File: config.mk
export PLATFORM = sky130hd
export DESIGN_NAME = i2c_txn_arbiter
export DESIGN_NICKNAME = d
export VERILOG_FILES = /design/src/rtl/i2c_txn_arbiter.sv
export SDC_FILE = /design/constraint.sdc
export NUM_CORES = 1
export LEC_CHECK = 0
export BUFFER_PORTS_ARGS = -buffer_cell sky130_fd_sc_hd__buf_2
export CAP_MARGIN = 10
export CELL_PAD_IN_SITES_DETAIL_PLACEMENT = 1
export CELL_PAD_IN_SITES_GLOBAL_PLACEMENT = 1
export CORE_MARGIN = 4
export CORE_UTILIZATION = 33
export DETAILED_ROUTE_END_ITERATION = 16
export PLACE_DENSITY_LB_ADDON = 0.1
export SYNTH_ARGS = -nofsm -noshare
export SYNTH_HDL_FRONTEND = slang
export SYNTH_SLANG_ARGS = --single-unit
File: constraint.sdc
create_clock -name clk -period 1.9 [get_ports clk]
set_input_delay 0.095 -clock clk [delete_from_list [all_inputs] [get_ports clk]]
set_output_delay 0.095 -clock clk [all_outputs]
set_load 0.01 [all_outputs]
File: src/rtl/i2c_txn_arbiter.sv
// Round-robin arbiter sharing one I2C_master1 between NUM_REQ requesters.
// Optional WAIT-state watchdog enabled by defining I2C_ARB_TIMEOUT_EN.
module i2c_txn_arbiter #(
  parameter int NUM_REQ        = 4,
  parameter int TIMEOUT_CYCLES = 4096
) (
  input  logic                 clk,
  input  logic                 reset,
  input  logic [NUM_REQ-1:0]   req,
  input  logic [NUM_REQ-1:0]   req_rw,
  input  logic [7*NUM_REQ-1:0] req_slave_addr,
  input  logic [8*NUM_REQ-1:0] req_reg_addr,
  input  logic [8*NUM_REQ-1:0] req_wdata,
  output logic [NUM_REQ-1:0]   gnt,
  output logic [NUM_REQ-1:0]   done,
  output logic [7:0]           rdata,
  output logic                 err,
  output logic                 timeout,
  output logic                 m_enable,
  output logic [6:0]           m_slave_addr,
  output logic [7:0]           m_reg_addr,
  output logic [7:0]           m_data_in,
  output logic                 m_read_write,
  input  logic                 m_done,
  input  logic                 m_nack,
  input  logic [7:0]           m_rdata
);

  localparam int PW = (NUM_REQ > 1) ? $clog2(NUM_REQ) : 1;

  typedef enum logic [2:0] {
    S_IDLE,
    S_GRANT,
    S_LAUNCH,
    S_WAIT,
    S_DONE
  } state_t;

  state_t          state, state_nx;
  logic [PW-1:0]   rr_ptr;
  logic [PW-1:0]   gnt_idx;
  logic [PW-1:0]   pick_idx;
  logic            pick_valid;
  logic            wd_expire;

  // First requester at or after rr_ptr, wrapping modulo NUM_REQ.
  always_comb begin
    logic [PW-1:0] cand;
    pick_valid = 1'b0;
    pick_idx   = '0;
    cand       = '0;
    for (int unsigned i = 0; i < NUM_REQ; i++) begin
      cand = PW'((32'(rr_ptr) + i) % NUM_REQ);
      if (!pick_valid && req[cand]) begin
        pick_valid = 1'b1;
        pick_idx   = cand;
      end
    end
  end

`ifdef I2C_ARB_TIMEOUT_EN
  localparam int WW = $clog2(TIMEOUT_CYCLES + 1);
  logic [WW-1:0] wdog;

  always_ff @(posedge clk or negedge reset) begin
    if (!reset) begin
      wdog <= '0;
    end else if (state == S_WAIT && !m_done) begin
      wdog <= wdog + WW'(1);
    end else begin
      wdog <= '0;
    end
  end

  // m_done in the limit cycle takes priority over the watchdog.
  assign wd_expire = (state == S_WAIT) && !m_done && (wdog == WW'(TIMEOUT_CYCLES - 1));
`else
  logic unused_timeout_cfg;
  assign unused_timeout_cfg = |TIMEOUT_CYCLES;
  assign wd_expire          = 1'b0;
  assign timeout            = 1'b0;
`endif

  always_ff @(posedge clk or negedge reset) begin
    if (!reset) begin
      state <= S_IDLE;
    end else begin
      state <= state_nx;
    end
  end

  always_comb begin
    state_nx = state;
    unique case (state)
      S_IDLE:   if (pick_valid) state_nx = S_GRANT;
      S_GRANT:  state_nx = S_LAUNCH;
      S_LAUNCH: state_nx = S_WAIT;
      S_WAIT:   if (m_done || wd_expire) state_nx = S_DONE;
      S_DONE:   state_nx = S_IDLE;
      default:  state_nx = S_IDLE;
    endcase
  end

  always_comb begin
    m_enable = (state == S_LAUNCH);
    done     = (state == S_DONE) ? gnt : '0;
  end

  always_ff @(posedge clk or negedge reset) begin
    if (!reset) begin
      gnt          <= '0;
      gnt_idx      <= '0;
      rr_ptr       <= '0;
      rdata        <= '0;
      err          <= 1'b0;
      m_slave_addr <= '0;
      m_reg_addr   <= '0;
      m_data_in    <= '0;
      m_read_write <= 1'b0;
`ifdef I2C_ARB_TIMEOUT_EN
      timeout      <= 1'b0;
`endif
    end else begin
      case (state)
        S_IDLE: begin
          if (pick_valid) begin
            gnt     <= NUM_REQ'(1) << pick_idx;
            gnt_idx <= pick_idx;
          end
        end
        S_GRANT: begin
          m_read_write <= req_rw[gnt_idx];
          m_slave_addr <= req_slave_addr[7*gnt_idx +: 7];
          m_reg_addr   <= req_reg_addr[8*gnt_idx +: 8];
          m_data_in    <= req_wdata[8*gnt_idx +: 8];
        end
        S_WAIT: begin
          if (m_done) begin
            rdata   <= m_rdata;
            err     <= m_nack;
`ifdef I2C_ARB_TIMEOUT_EN
            timeout <= 1'b0;
`endif
          end else if (wd_expire) begin
            rdata   <= '0;
            err     <= 1'b1;
`ifdef I2C_ARB_TIMEOUT_EN
            timeout <= 1'b1;
`endif
          end
        end
        S_DONE: begin
          gnt    <= '0;
          rr_ptr <= (gnt_idx == PW'(NUM_REQ - 1)) ? '0 : gnt_idx + PW'(1);
        end
        default: ;
      endcase
    end
  end

endmodule

## Word-level counts from Yosys, hierarchy flattened

Index checks and enable logic that the tools add are counted.

| word-level totals | value |
|---|---|
| register bits | 44 |
| bits of input ports | 112 |
| output and inout port bits | 43 |
| logic and storage cells | 68 |

| operators by class | value |
|---|---|
| $add $sub $neg | 4 |
| multipliers | 1 |
| order comparisons | 5 |
| equal/unequal tests | 7 |
| shift operators | 4 |
| multiplexer cells | 25 |
| reduce and logical (&&, ||, !) cells | 12 |

Operators by type and width:

| cell | number |
|---|---|
| $shiftx A32 B6 Y8 | 2 |
| $shiftx A28 B6 Y7 | 1 |
| $lt A2 B3 Y1 const B | 5 |
| $pmux W3 S4 | 1 |
| $bmux W1 S2 | 5 |
| $mux W2 | 5 |
| $mux W1 | 9 |
| $mux W4 | 2 |
| $pmux W4 S2 | 1 |
| $reduce_and A2 Y1 | 4 |
| $eq A3 B2 Y1 const B | 2 |
| $mux W3 | 2 |
| $mul A3 B2 Y5 const A | 1 |
| $add A2 B1 Y2 const B | 2 |
| $add A2 B2 Y2 const B | 2 |
| $ne A2 B2 Y1 const B | 2 |
| $shl A1 B2 Y4 const A | 1 |
| $eq A3 B1 Y1 const B | 1 |
| $eq A3 B3 Y1 const B | 1 |
| $logic_and A1 B1 Y1 | 3 |
| $logic_not A1 Y1 | 3 |
| $logic_not A3 Y1 | 1 |
| $eq A2 B2 Y1 const B | 1 |
| $reduce_bool A2 Y1 | 1 |

## Longest topological paths before layout

Gate-level depths: netlist of the first run.

| logic depth | value |
|---|---|
| word-level depth | 15 |
| gate-level depth with buffers | 5 |
| mapped depth without buffers | 4 |

## Worst setup path before layout of the first run

No wires, ideal clock.

| timing path | value |
|---|---|
| kind | register to register |
| start | register gnt_idx[1] |
| end | register m_data_in[6] |
| library setup time | 125 ps |
| data arrival time | 1402 ps |
| data required time | 1775 ps |
| path slack | 373 ps |
| stages on the path, launching flop included | 5 |
| path buffers | 2 |
| period minus slack after synthesis | 1527 ps |
| path through | dfrtp_1 -> buf_2 -> clkbuf_1 -> mux4_2 -> mux2_4 |

| on the way | value |
|---|---|
| word-level cells in the longest chain between the ends | 1 |

Ends and longest elaborated chain:

| what | RTL line | RTL |
|---|---|---|
| start, declared | 41 | `logic [PW-1:0] gnt_idx;` |
| start signal, assigned | 128 | `gnt_idx <= pick_idx;` |
| $shiftx A32 B6 Y8 | 135 | `m_data_in <= req_wdata[8*gnt_idx +: 8];` |
| end signal, assigned | 135 |  |
| end, declared | 22 | `output logic [7:0] m_data_in,` |

No other way between the ends.
A chain may end at the register's enable or synchronous reset.

## Worst setup path in the final report of the first run

| timing path | value |
|---|---|
| start | register gnt_idx[0] |
| end | register m_data_in[5] |

Same word-level chain as after synthesis.

==> flow_metrics.env, run 1 <==
export IMPL_area_growth_pct=41.3
export IMPL_worst_hold_path_type="input pin to flop"
export IMPL_fmax_mhz=617
export IMPL_port_buffers=153
export IMPL_drt_iter0_drc=30
export IMPL_cts_inserted_buffers=5
export IMPL_syn_avg_cell_area_sq_um=13.9
export IMPL_synth_edf_count=0
export IMPL_fin_crit_sh_pct=85.3
export IMPL_worstRegToRegCells=3
export IMPL_async_reset_ff_share_pct=100
export IMPL_setup_worst_path_class="flop to flop"
export IMPL_synth_distinct_cells=37
export IMPL_timing_reg2reg_setup_slack_ns=0.28
export IMPL_drcViolationCount=0
export IMPL_fin_util_pct=49.0
export IMPL_drive_gt1_share_pct=62.7
export IMPL_layout_common_cells="buf_2 (153), dfrtp_1 (43), nand2_1 (35)"
export IMPL_setup_viol_count_final=0
export IMPL_synthCells=185
export IMPL_start_util_pct=34.7
export IMPL_root_buffer="clkbuf_8"
export IMPL_hold_end="rdata[0]"
export IMPL_cp_slowest_cell="mux4_1"
export IMPL_min_period_ns=1.62
export IMPL_tightest_slew_ns=0.595
export IMPL_wl_um=7830
export IMPL_postCtsSetupRepairBufs=0
export IMPL_numClockSinks=44
export IMPL_gp_congestion=0.727
export IMPL_stdcell_area_sq_um=3630
export IMPL_setup_tns_final_ns=0
export IMPL_cp_top_family="multiplexers"
export IMPL_synth_seq_cells=44
export IMPL_netlist_top_cells_area="dfrtp_1 (43%), mux4_2 (16%), mux2_4 (11%)"
export IMPL_yosysSeqAreaShare_pct=42.9
export IMPL_cap_violations=0
export IMPL_wl_per_cell_um=17.4
export IMPL_grt_pass1_wl_um=11700
export IMPL_dpl_cell_area_sq_um=3460
export IMPL_start_kind="flop"
export IMPL_drt_vias_per_instance=4.92
export IMPL_die_w_um=96.2
export IMPL_dp_slack_ns=0.264
export IMPL_grt_pass1_vias=2436
export IMPL_ios=155
export IMPL_synthFlopType="dfrtp_1"
export IMPL_fp_row_count=31
export IMPL_yosys_area_top_type="dfrtp_1"
export IMPL_holdCritStartpoint="m_rdata[0]"
export IMPL_hold_violations=0
export IMPL_grt_max_degree=45
export IMPL_critPathBufInv=1
export IMPL_dr_pass1_iters=4
export IMPL_cts_buffer_depth=2
export IMPL_final_antenna_net_count=0
export IMPL_run_status="finished clean"
export IMPL_grt_usage_pct=16.6
export IMPL_cp_arrival_ns=1.81
export IMPL_power_density_nw_per_um2=1410
export IMPL_cts_resized=0
export IMPL_clkTransAtPathRegs_ns=0.09
export IMPL_layout_setup_ws_ns=0.280
export IMPL_power_mw=5.10
export IMPL_worst_setup_path_end_kind="flop"
export IMPL_final_nets=464
export IMPL_antenna_found_initial=0
export IMPL_yosysTopAreaCellShare_pct=42.9
export IMPL_r2r_start="gnt_idx[0]"
export IMPL_dp_hpwl_um=6070
export IMPL_synthesis_nets=298
export IMPL_core_sq_um=7410
export IMPL_r2r_end="m_data_in[5]"
export IMPL_cp_cell_sequence="buf_12 > mux4_1 > mux2_2"
export IMPL_cts_tree="built"
export IMPL_die_h_um=96.2
export IMPL_insertion_delay_ns=0.30
export IMPL_overflow=0
export IMPL_hold_path_depth=3
export IMPL_antenna_cells=0
export IMPL_drv_slew=0
export IMPL_slew_headroom_pct=60.0
export IMPL_h_tree_depth=2
export IMPL_leakage_nw=1.82
export IMPL_ir_drop_mv=0.547
export IMPL_rsz0062_at_grt="no"
export IMPL_layout_commonest_cell="buf_2"
export IMPL_hold_buffers=9
export IMPL_num_vias=2212
export IMPL_yosysWarnings=0
export IMPL_dieArea_sq_um=9260
export IMPL_path_max_fanout=23
export IMPL_netlist_area_sq_um=2570
export IMPL_fin_skew_ns=0.00889
export IMPL_cp_data_required_time_ns=2.09
export IMPL_crit_path_max_incr_delay_ns=0.56
-- synthesized netlist by cell type (all sizes together), types with 2 or more instances --
cell,count
nor3b,4
buf,9
a21oi,5
nor3,2
nand2,35
a31o,2
inv,2
mux2,27
mux4,24
nand2b,2
o21ai,2
dfrtp,44
o31ai,3
o22ai,2
and3,5
clkbuf,3
-- sequential cells by signal, indices dropped and copies added, names as in the netlist, 2 cells and up --
name / cells
m_data_in: 8
gnt_idx: 2
m_slave_addr: 7
rdata: 8
gnt: 4
m_reg_addr: 8
state: 3
rr_ptr: 2
-- kinds of logic after synthesis --
group                    synth area share, %
AO/OA/AOI/OAI                           5.26
adder cells (fa/ha/maj)                0.487
buffers and inverters                   4.58
flip-flops                              42.9
multiplexers                            36.4
other                                  0.146
AND/OR/NAND/NOR                         10.3
-- area by class of cell --
class / instances / area (sq um)
inverter: 3 / 11.3
multi-input combinational: 126 / 1350
clock inverter: 2 / 12.5
fill: 837 / 3780
tap: 99 / 124
sequential: 44 / 1100
timing repair buffer: 171 / 961
clock buffer: 5 / 68.8
-- layer usage --
layer	GRT usage, %	up-vias	routed length [um]
li1	-	1031	-
met1	18.7	1093	2890
met2	31.5	80	4230
met3	4.07	8	626
met4	3.32	0	77
met5	0	-	0
-- tightest hold or removal path: cells and delay by family --
kind          cells  cell delay, ns
simple gates      2            0.10
buf+inv           1            0.09
-- report_power, final --
| group | switching, mW | internal [mW] | leakage, nW |
|---|---|---|---|
| registers | 0.324 | 1.40 | 0.532 |
| clock network | 0.334 | 0.250 | 0.0400 |
| logic | 1.21 | 1.58 | 1.24 |
-- worst max path at each step --
stage                from  cells after the start            to
6_report       gnt_idx[0]                      3  m_data_in[5]
5_1_grt          state[1]                      4       done[0]
4_1_cts        gnt_idx[0]                      3  m_data_in[4]
3_5_place_dp   gnt_idx[0]                      3  m_data_in[4]
3_3_place_gp   gnt_idx[0]                      3  m_data_in[5]
2_1_floorplan  gnt_idx[1]                      4  m_data_in[6]
-- through the flow --
stage	hold WS, ns	instances
final	0.0119	450
after global routing	0.0134	450
after CTS	0.00855	450
after detailed placement	0.104	434
after global placement	0.100	434
after floorplan	-0.201	185
Power figures use the tool's default switching activity.
==> run 2, diff against run 1 <==
--- a/config.mk
+++ b/config.mk
@@ -5,12 +5,13 @@
 export SDC_FILE = /design/constraint.sdc
 export NUM_CORES = 1
 export LEC_CHECK = 0
+export ABC_AREA = 1
 export BUFFER_PORTS_ARGS = -buffer_cell sky130_fd_sc_hd__buf_2
 export CAP_MARGIN = 10
 export CELL_PAD_IN_SITES_DETAIL_PLACEMENT = 1
 export CELL_PAD_IN_SITES_GLOBAL_PLACEMENT = 1
 export CORE_MARGIN = 4
-export CORE_UTILIZATION = 33
+export CORE_UTILIZATION = 31
 export DETAILED_ROUTE_END_ITERATION = 16
 export PLACE_DENSITY_LB_ADDON = 0.1
 export SYNTH_ARGS = -nofsm -noshare
==> run 2 against run 1 <==
Power grew 13%. Count of clock-buffer cells in the layout rose by 2. Setup slack worse by 0.063 ns. Wire length increased by 22%. Sequential power about the same. Sequential share of layout area down 2.0 points. Combinational power is 24% higher. Sequential cell count unchanged. Global-route usage rose by 1.5 points. Largest power group unchanged.
==> flow_metrics.env, run 2 <==
export IMPL_overflow=0
export IMPL_synth_distinct_cells=32
export IMPL_syn_avg_cell_area_sq_um=8.00
export IMPL_drt_met1_wl_um=4010
export IMPL_layout_commonest_cell="buf_2"
export IMPL_setup_tns_final_ns=0
export IMPL_power_density_nw_per_um2=1490
export IMPL_ios=155
export IMPL_root_buffer="clkbuf_8"
export IMPL_hold_violations=0
export IMPL_clkTransAtPathRegs_ns=0.09
export IMPL_wl_met3_um=795
export IMPL_die_h_um=103
export IMPL_synth_edf_count=0
export IMPL_worst_setup_path_end_kind="flop"
export IMPL_final_nets=622
export IMPL_top_layer="met4"
export IMPL_p_seq_share_pct=29.6
export IMPL_leakage_nw=2.00
export IMPL_dieArea_sq_um=10600
export IMPL_synthesis_nets=463
export IMPL_antenna_found_initial=0
export IMPL_rsz0062_at_grt="no"
export IMPL_async_reset_ff_share_pct=100
export IMPL_grt_pass1_vias=3116
export IMPL_synthCells=350
export IMPL_synthMostInstantiatedCell="nand2_1"
export IMPL_layout_setup_ws_ns=0.217
export IMPL_slew_headroom_pct=63.5
export IMPL_power_internal_mw=3.15
export IMPL_path_max_fanout=12
export IMPL_setup_viol_count_final=0
export IMPL_grt_usage_pct=18.1
export IMPL_yosysWarnings=0
export IMPL_cp_arrival_ns=1.91
export IMPL_worst_hold_path_type="input pin to flop"
export IMPL_wl_um=9560
export IMPL_wl_per_cell_um=15.5
export IMPL_drt_vias_per_instance=4.86
export IMPL_postCtsSetupRepairBufs=0
export IMPL_netlist_top_cells_area="dfrtp_1 (39%), mux2_2 (9.7%), o21ai_0 (9.3%)"
export IMPL_yosysSeqAreaShare_pct=39.3
export IMPL_area_growth_pct=38.7
export IMPL_synthFlopType="dfrtp_1"
export IMPL_port_buffers=153
export IMPL_netlist_area_sq_um=2800
export IMPL_drive_gt1_share_pct=42.9
export IMPL_reg_top3="m_data_in x8, m_reg_addr x8, rdata x8"
export IMPL_fmax_mhz=594
export IMPL_crit_top_cell="nand2_1"
export IMPL_fp_row_count=34
export IMPL_tightest_slew_ns=0.548
export IMPL_start_util_pct=32.0
export IMPL_numClockSinks=44
export IMPL_swShare_pct=45.6
export IMPL_synth_seq_cells=44
export IMPL_num_vias=3005
export IMPL_die_w_um=103
export IMPL_drv_slew=0
export IMPL_drcViolationCount=0
export IMPL_grt_pass1_wl_um=15200
export IMPL_fin_skew_ns=0.00290
export IMPL_yosys_area_top_type="dfrtp_1"
export IMPL_timing_reg2reg_setup_slack_ns=0.22
export IMPL_cts_inserted_buffers=5
export IMPL_core_sq_um=8760
export IMPL_dr_pass1_iters=4
export IMPL_p_clk_share_pct=10.8
export IMPL_start_kind="flop"
export IMPL_cts_tree="built"
export IMPL_dp_slack_ns=0.222
export IMPL_synthTopCellsByCount="nand2_1 (64), nor2_1 (54), o21ai_0 (52), dfrtp_1 (44)"
export IMPL_drt_iter0_drc=63
export IMPL_final_antenna_net_count=0
export IMPL_yosysTopAreaCellShare_pct=39.3
export IMPL_cts_buffer_depth=2
export IMPL_run_status="finished clean"
export IMPL_grt_max_degree=51
export IMPL_combPwrFrac_pct=59.6
export IMPL_h_tree_depth=2
export IMPL_gp_congestion=0.862
export IMPL_p_sw_mw=2.64
export IMPL_min_period_ns=1.68
export IMPL_fin_crit_sh_pct=88.6
export IMPL_cap_violations=0
export IMPL_cp_cell_sequence="inv_6 > nand2_1 > nand2_1 > nand2_2 > nand2_4 > nand2_4 > nor2_8 > nor2_8 > nor2_4 > nand2_1 > o21ai_2"
export IMPL_layout_common_cells="buf_2 (153), nand2_1 (64), nor2_1 (54)"
export IMPL_setup_worst_path_class="flop to flop"
export IMPL_crit_path_max_incr_delay_ns=0.53
export IMPL_met2_length_um=4650
export IMPL_insertion_delay_ns=0.29
export IMPL_dp_hpwl_um=7490
export IMPL_nFillCells=1127
export IMPL_cp_slowest_cell="dfrtp_1"
export IMPL_cp_data_required_time_ns=2.12
export IMPL_ir_drop_mv=0.433
export IMPL_antenna_cells=0
-- run 2: power by group through the flow --
stage          Clock (mW)  Sequential, mW  Combinational (mW)
2_1_floorplan           0            1.86                2.21
3_3_place_gp            0            1.71                3.42
3_5_place_dp            0            1.72                3.51
4_1_cts             0.651            1.72                3.53
5_1_grt             0.694            1.78                3.87
6_report            0.627            1.71                3.45
-- run 2: cell families after synthesis --
family	synth area share [%]
adder cells (fa/ha/maj)	0.447
AND/OR/NAND/NOR	27.7
multiplexers	9.65
buffers and inverters	7.01
AO/OA/AOI/OAI	15.8
other	0.134
flip-flops	39.3
-- run 2: worst paths after layout --
path | start | depth (start not counted) | end
max | rr_ptr[0] | 11 | gnt[2]
min | m_done | 4 | state[0]
max reg2reg | rr_ptr[0] | 11 | gnt[2]
min reg2reg | rdata[3] | 2 | rdata[3]
max in group asynchronous | reset | 3 | m_data_in[1]
min in group asynchronous | reset | 2 | m_reg_addr[5]
-- run 2: what timing repair did --
| action | 4_1_cts | 5_1_grt |
|---|---|---|
| hold buffers | 10 | 0 |
| endpoints found under the hold margin | 31 | 0 |
| gates resized for setup | 0 | 0 |
-- run 2: critical path, delay by kind of cell, from the launching register on --
kind                   cells  cell delay (ns)
AO/OA/AOI/OAI              1             0.06
buffers and inverters      1             0.19
flip-flops                 1             0.53
AND/OR/NAND/NOR            9             0.83
-- run 2: metal layers --
layer  track usage [%]  vias to the layer above
met2              31.0                       97
met3              5.75                        9
met5                 0                        -
met1              22.3                     1411
met4              3.78                        0
li1                  -                     1488
-- run 2: cell type report --
type                    count  area (sq um)  share of cell area [%]
multi-input cells         265          1500                    38.7
flip-flops and latches     44          1100                    28.4
repair buffers            171           963                    24.8
well taps                 108           135                    3.48
inverters                  22          87.6                    2.26
clock buffers               7          86.3                    2.22
clock inverters             1          7.51                   0.193
-- run 2: per-stage QoR --
stage          area (sq um)  hold slack (ns)  cells  util, %  power, mW
2_1_floorplan          2800           -0.201    350        -       4.08
3_3_place_gp           3690            0.119    600     42.1       5.12
3_5_place_dp           3690            0.120    600     42.1       5.23
4_1_cts                3880            0.153    618     44.3       5.90
5_1_grt                3880            0.200    618     44.3       6.35
6_report               3880            0.155    618     44.3       5.79
